`src/rtl/mp_add_pkg.sv`:
```
// Shared definitions for the multi-precision add/subtract sequencer:
// FSM state encoding and the width of the single adder slice.
package mp_add_pkg;

    localparam int SLICE_W = 8;

    typedef enum logic [1:0] {
        IDLE = 2'd0,
        RUN  = 2'd1,
        DONE = 2'd2
    } state_t;

endpackage

```
`src/rtl/ripple_carry_adder.sv`:
```
// One SLICE_W-bit ripple-carry adder slice; the sequencer time-shares it
// across all bytes of the operands.
module ripple_carry_adder
    import mp_add_pkg::*;
(
    input  logic [SLICE_W-1:0] a,
    input  logic [SLICE_W-1:0] b,
    input  logic               cy_in,
    output logic [SLICE_W-1:0] sum,
    output logic               cy_out
);

    logic [SLICE_W:0] cy;

    assign cy[0] = cy_in;

    generate
        for (genvar gi = 0; gi < SLICE_W; gi++) begin : g_bit
            assign sum[gi]  = a[gi] ^ b[gi] ^ cy[gi];
            assign cy[gi+1] = (a[gi] & b[gi]) | (cy[gi] & (a[gi] ^ b[gi]));
        end
    endgenerate

    assign cy_out = cy[SLICE_W];

endmodule

```
`src/rtl/mp_add_sequencer.sv`:
```
// Multi-precision add/subtract: processes one byte per clock through a single
// shared adder slice, LSB first, with the carry held in a register between bytes.
module mp_add_sequencer
    import mp_add_pkg::*;
#(
    parameter int WORDS = 4
) (
    input  logic                     clk,
    input  logic                     rst_n,
    input  logic                     in_valid,
    output logic                     in_ready,
    input  logic [SLICE_W*WORDS-1:0] op_a,
    input  logic [SLICE_W*WORDS-1:0] op_b,
    input  logic                     cin,
    input  logic                     sub,
    output logic [SLICE_W*WORDS-1:0] result,
    output logic                     cout,
    output logic                     ovf,
    output logic                     out_valid,
    input  logic                     out_ready,
    output logic                     busy
);

    localparam int W     = SLICE_W * WORDS;
    localparam int IDX_W = $clog2(WORDS);
    localparam logic [IDX_W-1:0] LAST_IDX = IDX_W'(WORDS - 1);

    state_t state_reg, state_next;

    logic [IDX_W-1:0]   idx_reg;
    logic [W-1:0]       a_reg, b_reg;
    logic [W-1:0]       result_reg, result_next;
    logic               carry_reg, cout_reg, ovf_reg;

    logic [SLICE_W-1:0] a_bytes [WORDS];
    logic [SLICE_W-1:0] b_bytes [WORDS];
    logic [SLICE_W-1:0] slice_a, slice_b, slice_sum;
    logic               slice_cy_out, msb_cy_in;
    logic               accept, last_slice;

    assign accept     = (state_reg == IDLE) && in_valid;
    assign last_slice = (state_reg == RUN) && (idx_reg == LAST_IDX);

    // Byte lanes of the captured operands, and the byte-wise result write-back.
    generate
        for (genvar gi = 0; gi < WORDS; gi++) begin : g_lane
            assign a_bytes[gi] = a_reg[gi*SLICE_W +: SLICE_W];
            assign b_bytes[gi] = b_reg[gi*SLICE_W +: SLICE_W];
            assign result_next[gi*SLICE_W +: SLICE_W] =
                ((state_reg == RUN) && (idx_reg == IDX_W'(gi))) ?
                slice_sum : result_reg[gi*SLICE_W +: SLICE_W];
        end
    endgenerate

    assign slice_a = a_bytes[idx_reg];
    assign slice_b = b_bytes[idx_reg];

    ripple_carry_adder u_slice (
        .a      (slice_a),
        .b      (slice_b),
        .cy_in  (carry_reg),
        .sum    (slice_sum),
        .cy_out (slice_cy_out)
    );

    // Carry into the top bit recovered from the sum bit, so no second adder is needed.
    assign msb_cy_in = slice_a[SLICE_W-1] ^ slice_b[SLICE_W-1] ^ slice_sum[SLICE_W-1];

    always_ff @(posedge clk or negedge rst_n) begin
        if (!rst_n) begin
            state_reg <= IDLE;
        end else begin
            state_reg <= state_next;
        end
    end

    always_comb begin
        state_next = state_reg;
        in_ready   = 1'b0;
        out_valid  = 1'b0;
        busy       = 1'b1;
        case (state_reg)
            IDLE: begin
                in_ready = 1'b1;
                busy     = 1'b0;
                if (in_valid) begin
                    state_next = RUN;
                end
            end
            RUN: begin
                if (idx_reg == LAST_IDX) begin
                    state_next = DONE;
                end
            end
            DONE: begin
                out_valid = 1'b1;
                if (out_ready) begin
                    state_next = IDLE;
                end
            end
            default: begin
                state_next = IDLE;
            end
        endcase
    end

    always_ff @(posedge clk or negedge rst_n) begin
        if (!rst_n) begin
            a_reg      <= '0;
            b_reg      <= '0;
            carry_reg  <= 1'b0;
            idx_reg    <= '0;
            result_reg <= '0;
            cout_reg   <= 1'b0;
            ovf_reg    <= 1'b0;
        end else begin
            result_reg <= result_next;
            if (accept) begin
                a_reg     <= op_a;
                b_reg     <= sub ? ~op_b : op_b;
                carry_reg <= sub ? 1'b1 : cin;
                idx_reg   <= '0;
            end else if (state_reg == RUN) begin
                carry_reg <= slice_cy_out;
                if (last_slice) begin
                    cout_reg <= slice_cy_out;
                    ovf_reg  <= msb_cy_in ^ slice_cy_out;
                end else begin
                    idx_reg <= idx_reg + 1'b1;
                end
            end
        end
    end

    assign result = result_reg;
    assign cout   = cout_reg;
    assign ovf    = ovf_reg;

endmodule

```
`config.mk`:
```
export PLATFORM = sky130hd
export DESIGN_NAME = mp_add_sequencer
export DESIGN_NICKNAME = d
export VERILOG_FILES = /design/src/rtl/mp_add_pkg.sv /design/src/rtl/ripple_carry_adder.sv /design/src/rtl/mp_add_sequencer.sv
export SDC_FILE = /design/constraint.sdc
export NUM_CORES = 1
export LEC_CHECK = 0
export CAP_MARGIN = 20
export CORE_MARGIN = 2
export CORE_UTILIZATION = 40
export DETAILED_ROUTE_END_ITERATION = 10
export GPL_TIMING_DRIVEN = 1
export PLACE_DENSITY = 0.64
export REMOVE_ABC_BUFFERS = 1
export SLEW_MARGIN = 20
export SYNTH_ARGS = -nofsm -noshare
export SYNTH_HDL_FRONTEND = slang
export SYNTH_SLANG_ARGS = --single-unit
```
`constraint.sdc`:
```
create_clock -name clk -period 6.5 [get_ports clk]
set_input_delay 0.975 -clock clk [delete_from_list [all_inputs] [get_ports clk]]
set_output_delay 0.975 -clock clk [all_outputs]
set_load 0.05 [all_outputs]
```
* Yosys cells after proc, flatten, opt, wreduce, memory -nomap -nowiden *
Cells that the tools add are included.

operators by class
  $add $sub $neg = 1
  multiply operators = 0
  equality and inequality tests = 9
  divide/modulo/power cells = 0
  shift-type cells = 0
  bitwise logic cells = 45
  reduce and logical (&&, ||, !) cells = 11
  order comparisons = 1
  muxes and demuxes = 20

operators by type and width
  cell                   count
  $bmux W8 S2            2
  $mux W32               1
  $mux W8                4
  $not A32 Y32           1
  $xor A1 B1 Y1          18
  $and A1 B1 Y1          16
  $mux W2                6
  $or A1 B1 Y1           8
  $eq A2 B2 Y1 const B   3
  $mux W1                6
  $ne A2 B2 Y1 const B   3
  $pmux W2 S3            1
  $reduce_and A3 Y1      2
  $logic_and A1 B1 Y1    5
  $eq A2 B1 Y1 const B   2
  $logic_not A2 Y1       2
  $ge A3 B3 Y1 const B   1
  $not A2 Y3             1
  $add A2 B1 Y2 const B  1
  $ne A2 B1 Y1 const B   1
  $reduce_and A2 Y1      1
  $reduce_bool A2 Y1     1
  $not A1 Y1             1

word-level totals
  latch bits = 0
  bits of input ports = 70
  register bits after elaboration = 103
  RAM bits = 0
  output and inout port bits = 37
  ROM bits = 0
  word-level logic and storage cells = 98
  memories kept = 0

* Depth between registers and ports, before layout *
  word-level depth = 23
  depth in mapped cells = 14
  depth with buffers taken out = 13

* By module *
A second synthesis with hierarchy kept.

unflattened totals
  cell total of the unflattened synthesis = 350
  area, all modules = 4767.1 um2

modules (own cells, without submodules)
  module              times used  area each (um2)  cells an instance  sequential area each (um2)
  mp_add_sequencer    1           4569.4           332                2577.5
  ripple_carry_adder  1           197.7            18                 0.0

* Worst setup path after synthesis *
No wires, ideal clock.

  path type = register to register
  from = register idx_reg[0]
  to = register result_reg[15], in the netlist result[15]
  path slack = 1.999 ns
  data required time = 6.375 ns
  data arrival time = 4.376 ns
  clock period less this slack = 4.501 ns
  cell stages (with the launch flop) = 14
  setup time = 0.125 ns
  path buffers = 1
  cell sequence = dfrtp_1 buf_4 mux4_2 fa_1 fa_1 fa_1 fa_1 fa_1 inv_1 fa_1 inv_1 fa_1 fa_1 mux2_2

between the ends
  longest elaborated chain between the ends = 20
  elaborated cells between the ends (all ways) = 39
  those cells by class = 1 x eq/ne; 6 x mux; 31 x bitwise; 1 x reduce/logical

ends and longest elaborated chain
  what                                            line                                            source
  start, declared                                 mp_add_sequencer.sv:30                          logic [IDX_W-1:0] idx_reg;
  start signal, assigned                          mp_add_sequencer.sv:129                         idx_reg <= idx_reg + 1'b1;
  $not A2 Y3 (implied by the code) (*)            mp_add_sequencer.sv:55, mp_add_sequencer.sv:56
  $bmux W8 S2, on equally long branches           mp_add_sequencer.sv:55, mp_add_sequencer.sv:56
  $mux W8, on equally long branches (2 in a row)  mp_add_sequencer.sv:55, mp_add_sequencer.sv:56
  $xor A1 B1 Y1                                   ripple_carry_adder.sv:20                        assign cy[gi+1] = (a[gi] & b[gi]) | (cy[gi] & (a[gi] ^ b[gi]));
  $and A1 B1 Y1                                   ripple_carry_adder.sv:20
  $or A1 B1 Y1                                    ripple_carry_adder.sv:20
  $and A1 B1 Y1                                   ripple_carry_adder.sv:20
  $or A1 B1 Y1                                    ripple_carry_adder.sv:20
  [... 4 more ...]                                n/a
  $and A1 B1 Y1                                   ripple_carry_adder.sv:20
  $or A1 B1 Y1                                    ripple_carry_adder.sv:20
  $and A1 B1 Y1                                   ripple_carry_adder.sv:20
  $or A1 B1 Y1                                    ripple_carry_adder.sv:20
  $and A1 B1 Y1                                   ripple_carry_adder.sv:20
  $or A1 B1 Y1                                    ripple_carry_adder.sv:20
  $xor A1 B1 Y1 (*)                               ripple_carry_adder.sv:19                        assign sum[gi] = a[gi] ^ b[gi] ^ cy[gi];
  named net slice_sum[7]                          mp_add_sequencer.sv:37                          logic [SLICE_W-1:0] slice_a, slice_b, slice_sum;
  end signal, assigned                            mp_add_sequencer.sv:117                         result_reg <= result_next;
  end, declared                                   mp_add_sequencer.sv:32                          logic [W-1:0] result_reg, result_next;

Mark *: on every way through the listed nets, which the timed path passes. The rest lies on a longest branch. The select of a mux whose other input is x is not followed.
A chain may end at the register's enable or synchronous reset.

* Worst setup path in the final report *
  from = register idx_reg[0]
  to = register result_reg[23], in the netlist result[23]

Same word-level chain as after synthesis.

==> impl.org <==
** Floorplan
- DIE AREA :: 12,700 sq um
- Pin placement for this block handled 107 I/O pins.
- The core region is 11,500 sq um.
- In this run the vertical extent of the chip is 113 um.
- The initial utilization of the core area, before any placement, comes to 0.412.
- Floorplan die width :: 113 um
- In this run the core area contains 39 standard-cell rows.

** Logic synthesis
- Most common cell in the synthesized netlist :: dfrtp_1
- By area, the combinational part of the netlist is dominated by multiplexers.
- Netlist area before placement :: 4740 sq um
- Counting every instance in the synthesized netlist gives 349.
- Of the post-synthesis cell area, the dominant cell type holds 0.543.
- Counting flops and latches in the post-synthesis netlist gives 103.
- For this run, the register share of the synthesized area comes to 0.543.
- Multiplexer area fraction after synthesis :: 0.218
- The most used flip-flop cell after synthesis is dfrtp_1.
- Fraction of synthesis flops using an asynchronous set or reset pin :: 1.00
- Dividing the synthesized area by the synthesized cell count gives 13.6 sq um.
- Post-Synth Adder-Cell Area :: 0.0443
- The Yosys step of the flow raised 0 warnings.
- Of all cell types, the one taking the most synthesized area is dfrtp_1.
- Of the total synthesized cell area, the portion taken by XOR and XNOR cells is 0.0628.
- In this run, distinct cell masters in the synthesized netlist total 22.
- After synthesis, the most frequently instantiated cells are dfrtp_1, mux2_2, xnor2_1.
- By area the synthesized netlist is led by dfrtp_1, mux2_2, mux4_2.
- Of the total synthesized cell area, the portion taken by AND, OR, NAND and NOR gates is 0.0483.
- Counting flops with a built-in enable in the synthesized netlist gives 0.
- The area fraction in compound gates after synthesis is 0.0462.

** Power and ir drop
- VDD sags by at most 0.201 mV.
- For this design the ratio of total power to cell area is 600 nW/um^2.
- P_leak :: 2.47 nW
- PnR Total Power :: 0.00370 W

** Clocking
- TritonCTS built the clock tree.
- The clock reaches the later pin of the worst-skew pair after 0.34 ns.
- Buffer count from post-CTS setup fixing :: 0
- The clock passes through at most 2 buffers.
- The root buffer cell chosen for the clock tree is clkbuf_16.
- Total CTS buffers :: 9
- Count of cells resized by post-cts repair :: 0
- After clock tree synthesis, the clock-pin slew on the worst setup and hold paths is 0.07 ns.
- Total of hold buffers inserted after clock tree synthesis :: 0
- For this design, the sink count on the clock tree is 103.
- Max H-tree Level :: 3

** Routing
- Number of optimization iterations in the first detailed-route pass :: 7
- Avg WL per Cell :: 15.8 um
- Post-route DRC :: 8
- Post-detailed-route via-to-cell ratio :: 4.91
- The first routing iteration left 129 violations.
- The detailed router placed 2,929 vias in this run.
- The routed design has 9430 um of wire.
- The count of nets left with antenna violations once routing finished came out at 0.

** Timing
- Summed over all failing endpoints, the final setup total negative slack is 0 ns.
- Post-layout minimum cycle time :: 5.13 ns
- Highest attainable clock frequency :: 0.195 GHz
- Final count of pins violating max slew :: 0
- For the pin with the worst max-slew slack, the measured transition is 1.05 ns.
- Hold_ws :: 0.482 ns
- Final setup skew :: 0.00926 ns
- Final number of hold-violating endpoints :: 0
- The worst pin sits at a relative slew slack of 0.299.
- In the finished design, the share of the clock period the worst path needs comes to 0.790.
- Setup repair after global routing left no endpoint under its margin.
- Count of endpoints failing setup in the final report :: 0

** Critical path
- The endpoint identified for the worst register-to-register timing path is result[23]$_DFFE_PN0P_.
- STA classifies the critical path endpoint as a flop.
- Delay of the slowest cell on the worst path :: 0.84 ns
- Crit-path cells :: mux4_2, fa_1, fa_1, fa_1, fa_1, fa_1, inv_1, fa_1, inv_1, fa_1, fa_1, mux2_2
- In this run the critical register-to-register path is launched from idx_reg[0]$_DFFE_PN0P_.
- Largest fanout on the critical path :: 12
- Among the stages of the critical path, the cell type that occurs most often is fa_1.
- Data required time of the worst path :: 6.72 ns
- Startpoint Class :: flop
- The worst setup path is of the flop to flop kind.
- In this run the register-to-register setup slack is 1.37 ns.
- The number of cells on the worst reg-to-reg path is 12.
- Crit path arrival time :: 5.35 ns
- Max stage delay cell, worst path :: dfrtp_1

** Hold path
- For hold timing, the worst endpoint is a_reg[21]$_DFFE_PN0P_.
- Number of instances on the worst hold path :: 1
- Type of the worst min-delay path :: flop to flop
- The worst hold path begins at a_reg[21]$_DFFE_PN0P_.

** Final layout
- The area growth from synthesis to layout is 29.9%.
- The number of antenna diodes in the final layout is 0.
- Post-layout util :: 0.535
- Fraction of layout cells with a size suffix above 1 :: 0.174
- The net count of the finished layout is 531.
- Fillers :: 990

** Flow run
- Number of maximum-capacitance violations :: 0

** Global route
- The first global-routing pass estimated 15,800 um of wire.
- After global routing the overflow that remains totals 0.
- Entering global routing, the biggest net connects 102 pins.
- Number of antenna violations at the first check in global routing :: 0
- Number of global-route vias before repair :: 3,115
- Across every metal layer, demand over resource in global routing totals 0.158.

** Status
- Run status :: finished with violations
- Violated checks :: DRC

** Placement
- Buffers on Ports :: 106
- Hpwl dp :: 6730 um
- Routability-driven placement finished with a final weighted congestion of 0.723.
## layout make-up
cell class,instances,area (sq um),area share
repair buffers,110,1080,0.176
clock inverters,5,60.1,0.00975
clock buffers,10,229,0.0372
inverters,9,33.8,0.00548
flip-flops and latches,103,2580,0.418
multi-input cells,216,2000,0.324
well taps,143,179,0.0290
## per-stage QoR
stage | instance area [sq um] | cells | worst slack, ns
detailed placement | 5870 | 581 | 1.31
CTS | 6160 | 596 | 1.29
floorplan | 4600 | 328 | 1.49
finish | 6160 | 596 | 1.37
global route | 6160 | 596 | 1.10
global placement | 5870 | 581 | 1.43
## cell usage in the layout (no fill, tap or decap), drive strengths merged
master,netlist,layout
o21ai,9,9
mux4,16,16
ha,4,4
clkdlybuf4s50,0,104
nand2,8,8
clkbuf,0,10
nand3b,4,4
a21oi,33,33
bufinv,0,1
dfrtp,103,103
fa,8,8
nand2b,2,2
xnor2,34,34
clkinvlp,0,4
nor2,33,33
o221ai,1,1
inv,9,9
or2,2,2
nor3b,2,2
mux2,60,60
buf,21,6
## routing by layer
metal  vias up  GRT usage  wire length [um]
li1       1394          -                 -
met1      1458      0.213              4360
met2        66      0.263              4520
met3        11     0.0262               386
met4         0     0.0553               169
met5         -          0                 0
## power by group
part           switching [W]  total, W  leakage [nW]  internal, W
logic                0.00108   0.00200          1.15     0.000913
clock network       0.000227  0.000523         0.127     0.000296
registers           0.000203   0.00118          1.19     0.000974
total                0.00151   0.00370          2.47      0.00218
## cell families after synthesis
group | Yosys count
AO/OA/AOI/OAI | 43
XOR/XNOR | 34
adder cells (fa/ha/maj) | 12
buffers and inverters | 30
flip-flops | 103
multiplexers | 76
AND/OR/NAND/NOR | 51
## worst max path at each step
stage,from,end,slack (ns),cells past startpoint
global route,idx_reg[0]$_DFFE_PN0P_,result[7]$_DFFE_PN0P_,1.10,12
CTS,idx_reg[0]$_DFFE_PN0P_,result[23]$_DFFE_PN0P_,1.29,12
global placement,idx_reg[0]$_DFFE_PN0P_,result[31]$_DFFE_PN0P_,1.43,12
floorplan,idx_reg[0]$_DFFE_PN0P_,carry_reg$_DFFE_PN0P_,1.49,13
detailed placement,idx_reg[0]$_DFFE_PN0P_,result[7]$_DFFE_PN0P_,1.31,12
finish,idx_reg[0]$_DFFE_PN0P_,result[23]$_DFFE_PN0P_,1.37,12
## worst max-delay path: cells and delay by family, from the launching register on
kind       cells  cell delay, ns
mux            2            0.89
flops          1            0.84
buf+inv        2            0.14
fa+ha+maj      8            3.12
Power figures use the tool's default switching activity.
